**src/rtl/bram_write_arbiter.sv**
```systemverilog
// Two-requester BRAM write arbiter: accepts one wide result vector at a time and
// streams it into BRAM one narrow word per cycle, lowest word first.
module bram_write_arbiter #(
    parameter int unsigned ADDRESS_WIDTH  = 13,
    parameter int unsigned DATA_IN_WIDTH  = 512,
    parameter int unsigned DATA_OUT_WIDTH = 32,
    parameter int unsigned BASE_ADDR_0    = 5,
    parameter int unsigned BASE_ADDR_1    = 21
) (
    input  logic                      clk_i,
    input  logic                      rst_i,
    input  logic                      en_i,
    input  logic [1:0]                valid_i,
    input  logic [DATA_IN_WIDTH-1:0]  data0_i,
    input  logic [DATA_IN_WIDTH-1:0]  data1_i,
    output logic [1:0]                ready_o,
    output logic [1:0]                done_o,
    output logic                      busy_o,
    output logic [ADDRESS_WIDTH-1:0]  bram_addr,
    output logic [DATA_OUT_WIDTH-1:0] bram_din,
    output logic                      bram_en,
    output logic                      bram_we
);

    localparam int unsigned N     = DATA_IN_WIDTH / DATA_OUT_WIDTH;
    localparam int unsigned CNT_W = (N > 1) ? $clog2(N) : 1;

    localparam logic [CNT_W-1:0]         LAST_WORD = CNT_W'(N - 1);
    localparam logic [ADDRESS_WIDTH-1:0] BASE0     = ADDRESS_WIDTH'(BASE_ADDR_0);
    localparam logic [ADDRESS_WIDTH-1:0] BASE1     = ADDRESS_WIDTH'(BASE_ADDR_1);

    localparam logic [1:0] S_IDLE  = 2'd0;
    localparam logic [1:0] S_WRITE = 2'd1;
    localparam logic [1:0] S_DONE  = 2'd2;

    logic [1:0]               state_q, state_d;
    logic                     last_grant_q;
    logic                     grant_q;
    logic [DATA_IN_WIDTH-1:0] shreg_q;
    logic [ADDRESS_WIDTH-1:0] addr_q;
    logic [CNT_W-1:0]         cnt_q;
    logic                     wr_en_q;
    logic [1:0]               done_q;
    logic                     busy_q;
    logic                     handshake;
    logic                     grant_sel;

    // Ready is combinational so a requester can hand off in the same cycle;
    // gated by reset so it reads zero while reset is held.
    always_comb begin
        ready_o = 2'b00;
        if (rst_i && (state_q == S_IDLE) && en_i) begin
            case (valid_i)
                2'b01:   ready_o = 2'b01;
                2'b10:   ready_o = 2'b10;
                default: ready_o = last_grant_q ? 2'b01 : 2'b10;
            endcase
        end
    end

    assign handshake = |(valid_i & ready_o);
    assign grant_sel = ready_o[1];

    // State register
    always_ff @(posedge clk_i or negedge rst_i) begin
        if (!rst_i) begin
            state_q <= S_IDLE;
        end else begin
            state_q <= state_d;
        end
    end

    // Next-state logic
    always_comb begin
        state_d = state_q;
        case (state_q)
            S_IDLE:  if (handshake) state_d = S_WRITE;
            S_WRITE: if (cnt_q == LAST_WORD) state_d = S_DONE;
            S_DONE:  state_d = S_IDLE;
            default: state_d = S_IDLE;
        endcase
    end

    // Datapath: the shift register empties itself over N zero-filled shifts, so
    // its low word reads zero everywhere outside WRITE.
    always_ff @(posedge clk_i or negedge rst_i) begin
        if (!rst_i) begin
            last_grant_q <= 1'b1;
            grant_q      <= 1'b0;
            shreg_q      <= '0;
            addr_q       <= '0;
            cnt_q        <= '0;
            wr_en_q      <= 1'b0;
            done_q       <= 2'b00;
            busy_q       <= 1'b0;
        end else begin
            done_q <= 2'b00;
            case (state_q)
                S_IDLE: begin
                    if (handshake) begin
                        grant_q      <= grant_sel;
                        last_grant_q <= grant_sel;
                        shreg_q      <= grant_sel ? data1_i : data0_i;
                        addr_q       <= grant_sel ? BASE1 : BASE0;
                        cnt_q        <= '0;
                        wr_en_q      <= 1'b1;
                        busy_q       <= 1'b1;
                    end
                end
                S_WRITE: begin
                    shreg_q <= shreg_q >> DATA_OUT_WIDTH;
                    addr_q  <= addr_q + ADDRESS_WIDTH'(1);
                    cnt_q   <= cnt_q + CNT_W'(1);
                    if (cnt_q == LAST_WORD) begin
                        wr_en_q <= 1'b0;
                        done_q  <= grant_q ? 2'b10 : 2'b01;
                    end
                end
                S_DONE: begin
                    busy_q <= 1'b0;
                end
                default: begin
                    busy_q  <= 1'b0;
                    wr_en_q <= 1'b0;
                end
            endcase
        end
    end

    assign bram_addr = addr_q;
    assign bram_din  = shreg_q[DATA_OUT_WIDTH-1:0];
    assign bram_en   = wr_en_q;
    assign bram_we   = wr_en_q;
    assign done_o    = done_q;
    assign busy_o    = busy_q;

endmodule

```
**config.mk**
```make
export PLATFORM = sky130hd
export DESIGN_NAME = bram_write_arbiter
export DESIGN_NICKNAME = d
export VERILOG_FILES = /design/src/rtl/bram_write_arbiter.sv
export SDC_FILE = /design/constraint.sdc
export NUM_CORES = 1
export LEC_CHECK = 0
export BUFFER_PORTS_ARGS = -buffer_cell sky130_fd_sc_hd__clkbuf_2
export CAP_MARGIN = 40
export CORE_AREA = 2 2 421 423
export DETAILED_ROUTE_END_ITERATION = 7
export DIE_AREA = 0 0 423 425
export SLEW_MARGIN = 20
export SYNTH_ARGS = -nofsm -noshare
export SYNTH_HDL_FRONTEND = slang
export SYNTH_SLANG_ARGS = --single-unit
```
**constraint.sdc**
```tcl
create_clock -name clk_i -period 3.2 [get_ports clk_i]
set_clock_uncertainty 0.1 [all_clocks]
set_input_delay 0.16 -clock clk_i [delete_from_list [all_inputs] [get_ports clk_i]]
set_output_delay 0.16 -clock clk_i [all_outputs]
set_load 0.01 [all_outputs]
```
After elaboration in Yosys (flattened, before gate mapping) --
Index checks and enable logic that the tools add are counted.
Operators by class: add/sub/neg operators 2, equal/unequal tests 7, bitwise gates (word level) 3, reductions and logical operators 10, muxes and demuxes 21
Operators with widths (count):
- $mux 512 | 2
- $pmux 512 s2 | 1
- $pmux 13 s2 | 1
- $mux 2 | 7
- $add 13x1->13 const B | 1
- $mux 13 | 1
- $pmux 2 s2 | 2
- $pmux 4 s2 | 1
- $reduce_and 2->1 | 4
- $mux 5 | 1
- $add 4x1->4 const B | 1
- $eq 2x1->1 const B | 2
- $eq 2x2->1 const B | 2
- $eq 4x4->1 const B | 1
- $mux 4 | 1
- $ne 2x2->1 const B | 2
- $pmux 1 s3 | 1
- $reduce_and 3->1 | 1
- $and 2x2->2 | 1
- $logic_and 1x1->1 | 2
- $logic_not 2->1 | 1
- $mux 1 | 2
- $not 1->1 | 2
- $pmux 1 s2 | 1
- other kinds (2) | 2
Word-level totals: input bits 1029, flip-flop bits (word level) 537, output and inout port bits 52

Logic depth before layout (Yosys ltp) --
Gate-level depths: netlist of run 1.
depth in word-level cells 8, gate-level depth with buffers 10, depth with buffers taken out 8

Worst setup path after synthesis of run 1 --
Ideal clock, no wire load.
path kind input to register, start input valid_i[0], end register shreg_q[100], data arrival time 1839 ps, library setup time 126 ps, slack 1135 ps, data required time 2974 ps, cell stages on the path 10, path through inv_1 ha_1 mux2_4 a32oi_2 or2_1 buf_4 buf_4 buf_4 a21oi_1 a221o_1
Between the ends: longest elaborated chain between the ends 7, elaborated cells on any way between the ends 11, classes of those cells eq/ne: 3; mux: 5; bitwise: 1; reduce/logical: 2
Ends and longest elaborated chain:
- start: declaration | RTL line 13 | input logic [1:0] valid_i,
- $eq 2x2->1 / $eq 2x1->1 (equally long branches) | RTL line 53 | case (valid_i)
- $pmux 2 s2 | RTL line 53
- $mux 2 | RTL line 52 | if (rst_i && (state_q == S_IDLE) && en_i) begin
- $and 2x2->2 | RTL line 61 | assign handshake = |(valid_i & ready_o);
- $reduce_or 2->1 | RTL line 61
- $ne 2x2->1 (no source line)
- $reduce_and 2->1 (no source line)
- end signal: assignment | RTL line 103 | shreg_q <= grant_sel ? data1_i : data0_i;
- end signal: assignment | RTL line 111 | shreg_q <= shreg_q >> DATA_OUT_WIDTH;
- end: declaration | RTL line 39 | logic [DATA_IN_WIDTH-1:0] shreg_q;
Parallel ways exist; a longest one is shown, timed or not. The select of a mux whose other input is x is not followed. A chain may end at the register's enable or synchronous reset.

Worst setup path after layout of run 1 --
start input valid_i[0], end register shreg_q[231]
The elaborated chain is that of the path after synthesis.

==> impl_summary.md, run 1 <==
Status
The flow ran to the end, but the final reports show violations. The checks that failed: setup timing.

CTS
The number of sinks handled by clock tree synthesis is 537. The maximum buffer depth of the clock tree is 3. The buffer cell driving the clock tree root is clkbuf_16.

For the worst-skew pair, the clock arrives at the later sink with an insertion delay of 640 ps. The clock edge transition at the registers on the reported setup and hold paths is roughly 60 ps. Buffers inserted during clock tree synthesis total 67. The clock tree from TritonCTS is built.

After clock tree synthesis, the setup repair step added 0 buffers. CTS built an H-tree with a depth of 3.

Yosys
The sequential-to-total area share from yosys stat is 49.61%. After synthesis the cells add up to approximately 27000 um2. The cell count after synthesis is slightly below 3k. The synthesized flop and latch total is 537. The synthesized area divided by synthesized cell count is 9.111 um2. Yosys attributes the largest share of cell area to dfrtp_1, a221o_1, nand2_1, a21oi_1, buf_2.

The synthesized design devotes to its leading area cell type 49.52% of total area. The synthesized design spends more area on one cell type than any other, namely dfrtp_1. The number of distinct library cells after synthesis is 34. For this run, the leading register cell type out of synthesis is dfrtp_1. The number of enable-type register cells in the synthesized netlist is 0.

When the netlist entered floorplanning its net count stood at 4006. The number of warning messages in the yosys log is 0. The async set-reset flop share out of synthesis is 100.0%.

Timing
The highest clock rate is 310.8 MHz. At the pin with the least slew margin, the transition time is 969.3 ps. The number of endpoints failing setup at the final stage is 4.

The number of hold violations in the final report came to 0. The final hold slack is about 45 ps. Headroom to the max-slew limit came out at 35.38%. The max-slew violation total from the final report is 0. After layout, the minimum clock period comes to 3218 ps. The final critical-path share of the clock period is 100.5%. Setup slack on the critical path of the routed design comes to -17.51 ps.

Worst setup path
The worst setup path endpoint is shreg_q[231]. The startpoint identified for the worst register-to-register timing path is state_q[1]. Counting stages on the worst path, the most repeated cell is dlygate4sd3_1. The library cell contributing the largest single delay on the critical path is dlygate4sd3_1. In this run the worst path has a maximum fanout of a little under 60. For this run, the slowest stage of the critical path takes 560 ps. The required time at the worst-slack endpoint is 3610 ps. The worst setup path is captured at a register.

The category of the critical setup timing path is primary input to register. The internal reg-to-reg setup slack is 100 ps. The launching element type of the critical path is a primary input.

STA puts the critical path data arrival time at 3620 ps. The destination of the worst register-to-register timing path is shreg_q[112]. The most critical setup path has its startpoint at valid_i[0].

The signal on the critical path passes through dlygate4sd3_1, clkbuf_2, inv_1, ha_1, mux2_4, a32oi_2, or2_4, buf_12, clkbuf_16, a21oi_1, dlygate4sd3_1, a221o_1. The number of cells on the worst reg-to-reg path is 9.

Routing
Detailed routing inserted a total of between 30k and 40k vias. The count of nets left with antenna violations once routing finished came out at 0. Dividing the detail-routed wire length by the instance count gives 20.15 um. The first-iteration detailed-routing DRC count is 3319. The first detailed-routing pass ran for 6 iterations.

After detailed routing, the total wire length is 148000 um. In the routed design, unresolved DRC markers number 0. Dividing the detail-routed via count by the number of cells gives 4.523.

GRT
The number of global-route vias before repair is around 33k. The global-route congestion overflow total is 0. The maximum number of pins on one net before global-route repair is 157.

The global-route wire length before repair is 209300 um. The number of antenna violations at the first check in global routing is 43. In the global route stage, overall resource usage came out at between 10% and 20%.

Place
The total cell area at the placement stage is 35010 um2. The count of buffers inserted at the top-level ports is 1080. Detailed placement finished with a half-perimeter wire length of ~110000 um. The placement-stage worst setup slack is 455.8 ps. The final weighted congestion of routability-driven global placement is 0.9265.

Finish
The finished layout cell area is 47580 um2. At the end of the flow, the number of nets in the layout was about 6.0k. The fraction of final layout cells sized beyond drive strength 1 is a little over a quarter.

The synthesis-to-layout area growth is 75.67%. Cells fill 27.14% of the core in the end. The number of fill cells in the layout is approximately 18k.

Pwr
Summed over all cells, the static leakage comes to 24.00 nW. In this run the power density over the cells is between 500 and 600 nW/um2. Total power for the finished layout comes to 28.42 mW.

The worst-case IR drop observed on VDD is around 0.35 mV.

Floorplan
The number of I/O pins is 1081. The total area inside the core boundary comes to about 180000 um2. The die span in y is 425 um.

The die outline area is 179800 um2. The initial utilization of the core area, before any placement, comes to 15.45%. The cell row count is 154. The die is 423 um wide.

Flow run
Max-cap violations in this run came to 0.

Hold path
In this run the worst hold path is classified as primary input to register.
## cell usage after synthesis, drive strengths merged (2+ instances only)
cell      n
a21oi   484
a221o   480
a311oi    4
and2      2
and3      5
buf     233
clkbuf   85
dfrtp   536
ha        4
inv       5
mux2i    29
nand2   985
nand3    38
nand3b    2
nand4     2
nor2     13
nor2b     3
o21ai    47
o22ai     2
or2       2
xor2      3
## layout make-up
class | instances | area [um2] | area share (%)
clock buffers | 92 | 1902 | 3.997
repair buffers | 2204 | 16910 | 35.54
diodes | 26 | 65.06 | 0.1367
flip-flops and latches | 537 | 13440 | 28.24
well taps | 2340 | 2928 | 6.153
clock inverters | 30 | 289.0 | 0.6074
inverters | 5 | 31.28 | 0.06574
multi-input cells | 2113 | 12020 | 25.26
## metrics by stage
stage                     TNS (ps)  instances
after floorplan                  0       2973
after global placement           0       6177
after detailed placement         0       6179
after CTS                        0       7317
after global routing        -148.2       7341
final                       -26.92       7347
## sequential cells by signal, indices dropped and copies added (netlist names)
name and count:
cnt_q 4, busy_o 1, shreg_q 512, done_o 2
bram_addr 13, state_q 2, last_grant_q 1, bram_en 1
grant_q 1
## where the power goes
group / switching (mW) / internal, mW / leakage [nW]
sequential: 2.37 / 9.06 / 7.20
combinational: 4.86 / 4.46 / 15.7
clock: 3.21 / 4.45 / 1.08
## critical path: cells and delay by family
kind | cells | cell delay (ps)
adder cells (fa/ha/maj) | 1 | 330
multiplexers | 1 | 320
AND/OR/NAND/NOR | 1 | 230
AO/OA/AOI/OAI | 3 | 560
buffers and inverters | 6 | 1880
## worst min path at each step
| stage | startpoint | end | slack (ps) | cells past startpoint |
|---|---|---|---|---|
| global placement | rst_i | shreg_q[501] | -110 | 1 |
| finish | en_i | cnt_q[1] | 40 | 4 |
| floorplan | rst_i | bram_addr[0] | -240 | 0 |
| detailed placement | rst_i | shreg_q[501] | -110 | 1 |
| CTS | data1_i[76] | shreg_q[76] | 5 | 4 |
| global route | en_i | cnt_q[1] | 30 | 4 |
## placed cells by master (no fill, tap or decap), types with 2 or more instances in the layout
| master | n |
|---|---|
| and3_1 | 5 |
| inv_6 | 9 |
| mux2i_1 | 29 |
| buf_12 | 26 |
| clkinv_4 | 2 |
| a21oi_1 | 484 |
| dfrtp_1 | 536 |
| clkbuf_8 | 11 |
| clkbuf_16 | 72 |
| nand3b_1 | 2 |
| and2_1 | 2 |
| nand2_1 | 985 |
| nor2b_1 | 2 |
| ha_1 | 4 |
| clkinv_2 | 12 |
| a311oi_1 | 4 |
| buf_4 | 72 |
| clkbuf_1 | 13 |
| xor2_1 | 3 |
| bufinv_16 | 3 |
| a221o_1 | 480 |
| clkbuf_2 | 1079 |
| nand4_1 | 2 |
| diode_2 | 26 |
| clkinv_8 | 2 |
| dlygate4sd3_1 | 1016 |
| buf_16 | 6 |
| o22ai_1 | 2 |
| o21ai_0 | 47 |
| inv_1 | 4 |
| clkinvlp_4 | 2 |
| nor2_1 | 13 |
| nand3_1 | 38 |
## cell families (layout without fill, tap and decap cells)
kind of cell    Yosys count  after routing  share of synthesized area [%]
simple gates           1055           1055                          15.01
compound gates         1021           1021                          27.87
flops                   537            537                          49.61
buf+inv                 323           2331                          6.102
mux                      30             30                          1.127
fa+ha+maj                 4              4                         0.1848
xor+xnor                  3              3                        0.09702
other cells               0             26                              0
## repair_timing
action                                  CTS  global route
hold buffers                           1016             0
setup endpoints to repair                 0           225
resized for setup                         0             7
endpoints found under the hold margin   688             0
## metal layers
metal	vias up	wire, um	track usage, %	share of wire (%)
met3	446	9938	2.787	6.7
met4	4	10110	9.858	6.8
met1	16110	56020	17.69	38
li1	14830	-	-	-
met5	-	27	0	0.018
met2	1838	71960	26.40	49
(Power assumes the default switching activity.)
==> inputs of run 2 (changes only) <==
- CORE_AREA: 2 2 421 423 -> 2 2 424 426
- DIE_AREA: 0 0 423 425 -> 0 0 426 428
==> run 2 against run 1 <==
Compared with the run above:
- the flow now finishes without violations
- power is 2.9% higher
- worst setup slack improved by 160 ps
- sequential power up 4%
- die area grew 1.4%
- critical path type is now register to register
- largest power group unchanged
==> impl_summary.md, run 2 (same netlist as run 1, synthesis figures left out) <==
CTS
The number of sinks handled by clock tree synthesis is about 540. The clock latency on the worst-skew pair is 660 ps. Clock tree synthesis selected as its root buffer the cell clkbuf_16. Clock-pin slew was measured on the worst setup and hold paths at 60 ps.

The clock tree from TritonCTS is built. The maximum buffer depth of the clock tree is 3. Clock tree synthesis inserted a total of 69 buffers. CTS built an H-tree with a depth of 3.

Status
The run finished with clean final reports.

Pwr
The net switching share of the total power is 37.38%. The leakage power total is 24.11 nW. The combinational share of power is a little under a third. The fraction of power consumed by sequential logic is between 40 and 50%. The internal power of the cells is 18.32 mW.

The total chip power is 29.25 mW. The share of power burned in the clock network is 27.8%. Across the VDD grid, the largest voltage drop is around 0.35 mV. The switching power of the nets is 10.93 mW. The total power density per cell area is 612.5 nW/um2.

GRT
The total overflow left after global routing is 0. The number of global-route vias before repair is approximately 34k. The global-route wire length before repair is between 200000 and 250000 um. The number of antenna violations at the first check in global routing came to 40. The combined global-route utilization of all metal layers is between 10% and 20%. Entering global routing, the biggest net connects approximately 140 pins.

Timing
The max-slew violation total from the final report is 0. The highest clock rate is 327.4 MHz. The number of hold violations in the final report came to 0.

The final critical path takes up 95.45% of the cycle. The final-layout setup total negative slack is 0 ps. Setup violations remaining at the end of the flow were counted as 0. Across all hold checks on the routed design, the worst slack comes to 26.38 ps. The post-route minimum period is 3055 ps. Setup repair after global routing left no endpoint under its margin.

In this run the tightest slew margin relative to its limit is between 40% and 50%. The actual transition at the worst max-transition pin is around 760 ps.

Finish
The synthesis-to-layout area growth is 76.28%. The number of flip-flops under the largest register name is 512. The number of standard cells in the final layout excluding fillers is 7373. In the layout the commonest cells are clkbuf_2, dlygate4sd3_1, nand2_1, dfrtp_1, a21oi_1. Leaving out fill and tap cells, the most frequent cell in the layout is clkbuf_2.

The register bank with the most flops is shreg_q. In the final layout, the share of cells above drive strength 1 is a little over a quarter. The number of nets in the final layout is 5970.

Worst setup path
The library cell contributing the largest single delay on the critical path is dlygate4sd3_1. Counting stages on the worst path, the most repeated cell is buf_12. The category of the critical setup timing path is register to register. Data arrives at the worst endpoint at around 3500 ps.

The launching element type of the critical path is a register. On the worst path, the slowest cell contributes a delay of 560 ps. Of all nets on the critical path, the largest fanout is 52. STA classifies the critical path endpoint as a register.

The critical path goes through nand4bb_1, nand3b_1, buf_12, buf_12, buf_12, buf_4, nand2_1, a21oi_1, dlygate4sd3_1, a221o_1. For the worst setup path, the data required time is 3620 ps.

Place
The count of buffers inserted at the top-level ports is 1080. The cell count after placement is 6207. The sum of net half-perimeters after detailed placement is 117600 um. The final weighted congestion of routability-driven global placement is 0.9661.

Floorplan
Once the floorplan was initialized, standard cells occupied 15.25% of the core. The core area is between 150000 and 200000 um2. The die is 426 um wide.

The floorplan step set the die height to approximately 430 um. The floorplan step defined a die boundary enclosing 182300 um2. In this run the count of I/O pins placed on the die edge is between 1k and 1.5k.

The cell row count is 155.

Routing
The via-per-instance ratio is between 4 and 5. After detailed routing, the average wire length per cell comes to 21.71 um. Wires add up to 160100 um. In this run, the number of DRC markers left after iteration 0 of detailed routing was 2987. The total iterations of the first detailed-routing run is 8.

The total DRC errors in the routed layout is 0. Across all layers, the routed design uses 33.17k vias. Once detail routing completed, the nets flagged for antenna violations numbered 0.

Flow run
Across the run, the number of max-cap violations was 0.

Hold path
The path class of the tightest hold or removal check is primary input to register.
run 2: changes by cell type in the layout (fill, tap and decap cells not counted), moves of 2 or more:
cell / change
clkinv_2: -2
clkbuf_16: -2
clkinv_8: +2
buf_4: +8
diode_2: +3
buf_12: +12
inv_6: -6
dlygate4sd3_1: -4
buf_16: -5
bufinv_16: +3
run 2: area by class of cell:
cell class,instances,area (um2)
inverter,5,31.28
antenna,29,72.57
sequential,537,13440
timing repair buffer,2211,16930
clock inverter,28,354.1
multi-input combinational,2113,12020
fill,18710,129900
tap,2355,2947
clock buffer,95,1956
run 2: worst paths after layout:
| check | startpoint | end | slack (ps) | cells past startpoint |
|---|---|---|---|---|
| setup / recovery | state_q[1] | shreg_q[25] | 150 | 10 |
| hold / removal | data0_i[365] | shreg_q[365] | 30 | 5 |
| setup reg to reg | state_q[1] | shreg_q[25] | 150 | 10 |
| hold reg to reg | grant_q | done_o[0] | 340 | 1 |
| max in group asynchronous | rst_i | shreg_q[322] | 1360 | 5 |
| min in group asynchronous | rst_i | shreg_q[233] | 280 | 4 |
run 2: critical path, delay by kind of cell (launching register included):
kind                   cells  cell delay, ps
flip-flops                 1             430
AND/OR/NAND/NOR            3             600
AO/OA/AOI/OAI              2             350
buffers and inverters      5            1330
run 2: metrics by stage:
step	setup WS (ps)	instance area, um2	util (%)
2_1_floorplan	1135	27090	-
3_3_place_gp	242.1	35190	19.81
3_5_place_dp	282.5	35200	19.81
4_1_cts	21.90	47640	26.82
5_1_grt	21.63	47730	26.87
6_report	145.5	47750	26.88
run 2: power by group through the flow:
stage | sequential (mW) | clock, mW | combinational, mW
floorplan | 10.1 | 0 | 5.62
CTS | 11.9 | 8.34 | 9.27
global route | 12.1 | 8.59 | 10.1
detailed placement | 12.0 | 0 | 8.39
global placement | 12.0 | 0 | 8.27
finish | 11.8 | 8.12 | 9.32
run 2: timing repair:
action | CTS | global route
setup buffers | 0 | 1
endpoints found under the hold margin | 804 | 0
gates resized for setup | 0 | 1
hold buffers | 1012 | 0
endpoints found under the setup margin | 0 | 102
run 2: metal layers:
layer	part of all wire (%)	wire length (um)	vias to the layer above	track usage (%)
met3	6.4	10210	360	2.943
li1	-	-	14830	-
met2	51	81230	1732	29.77
met1	38	60550	16230	19.29
met5	0.043	69	-	0
met4	5.0	7998	10	8.035
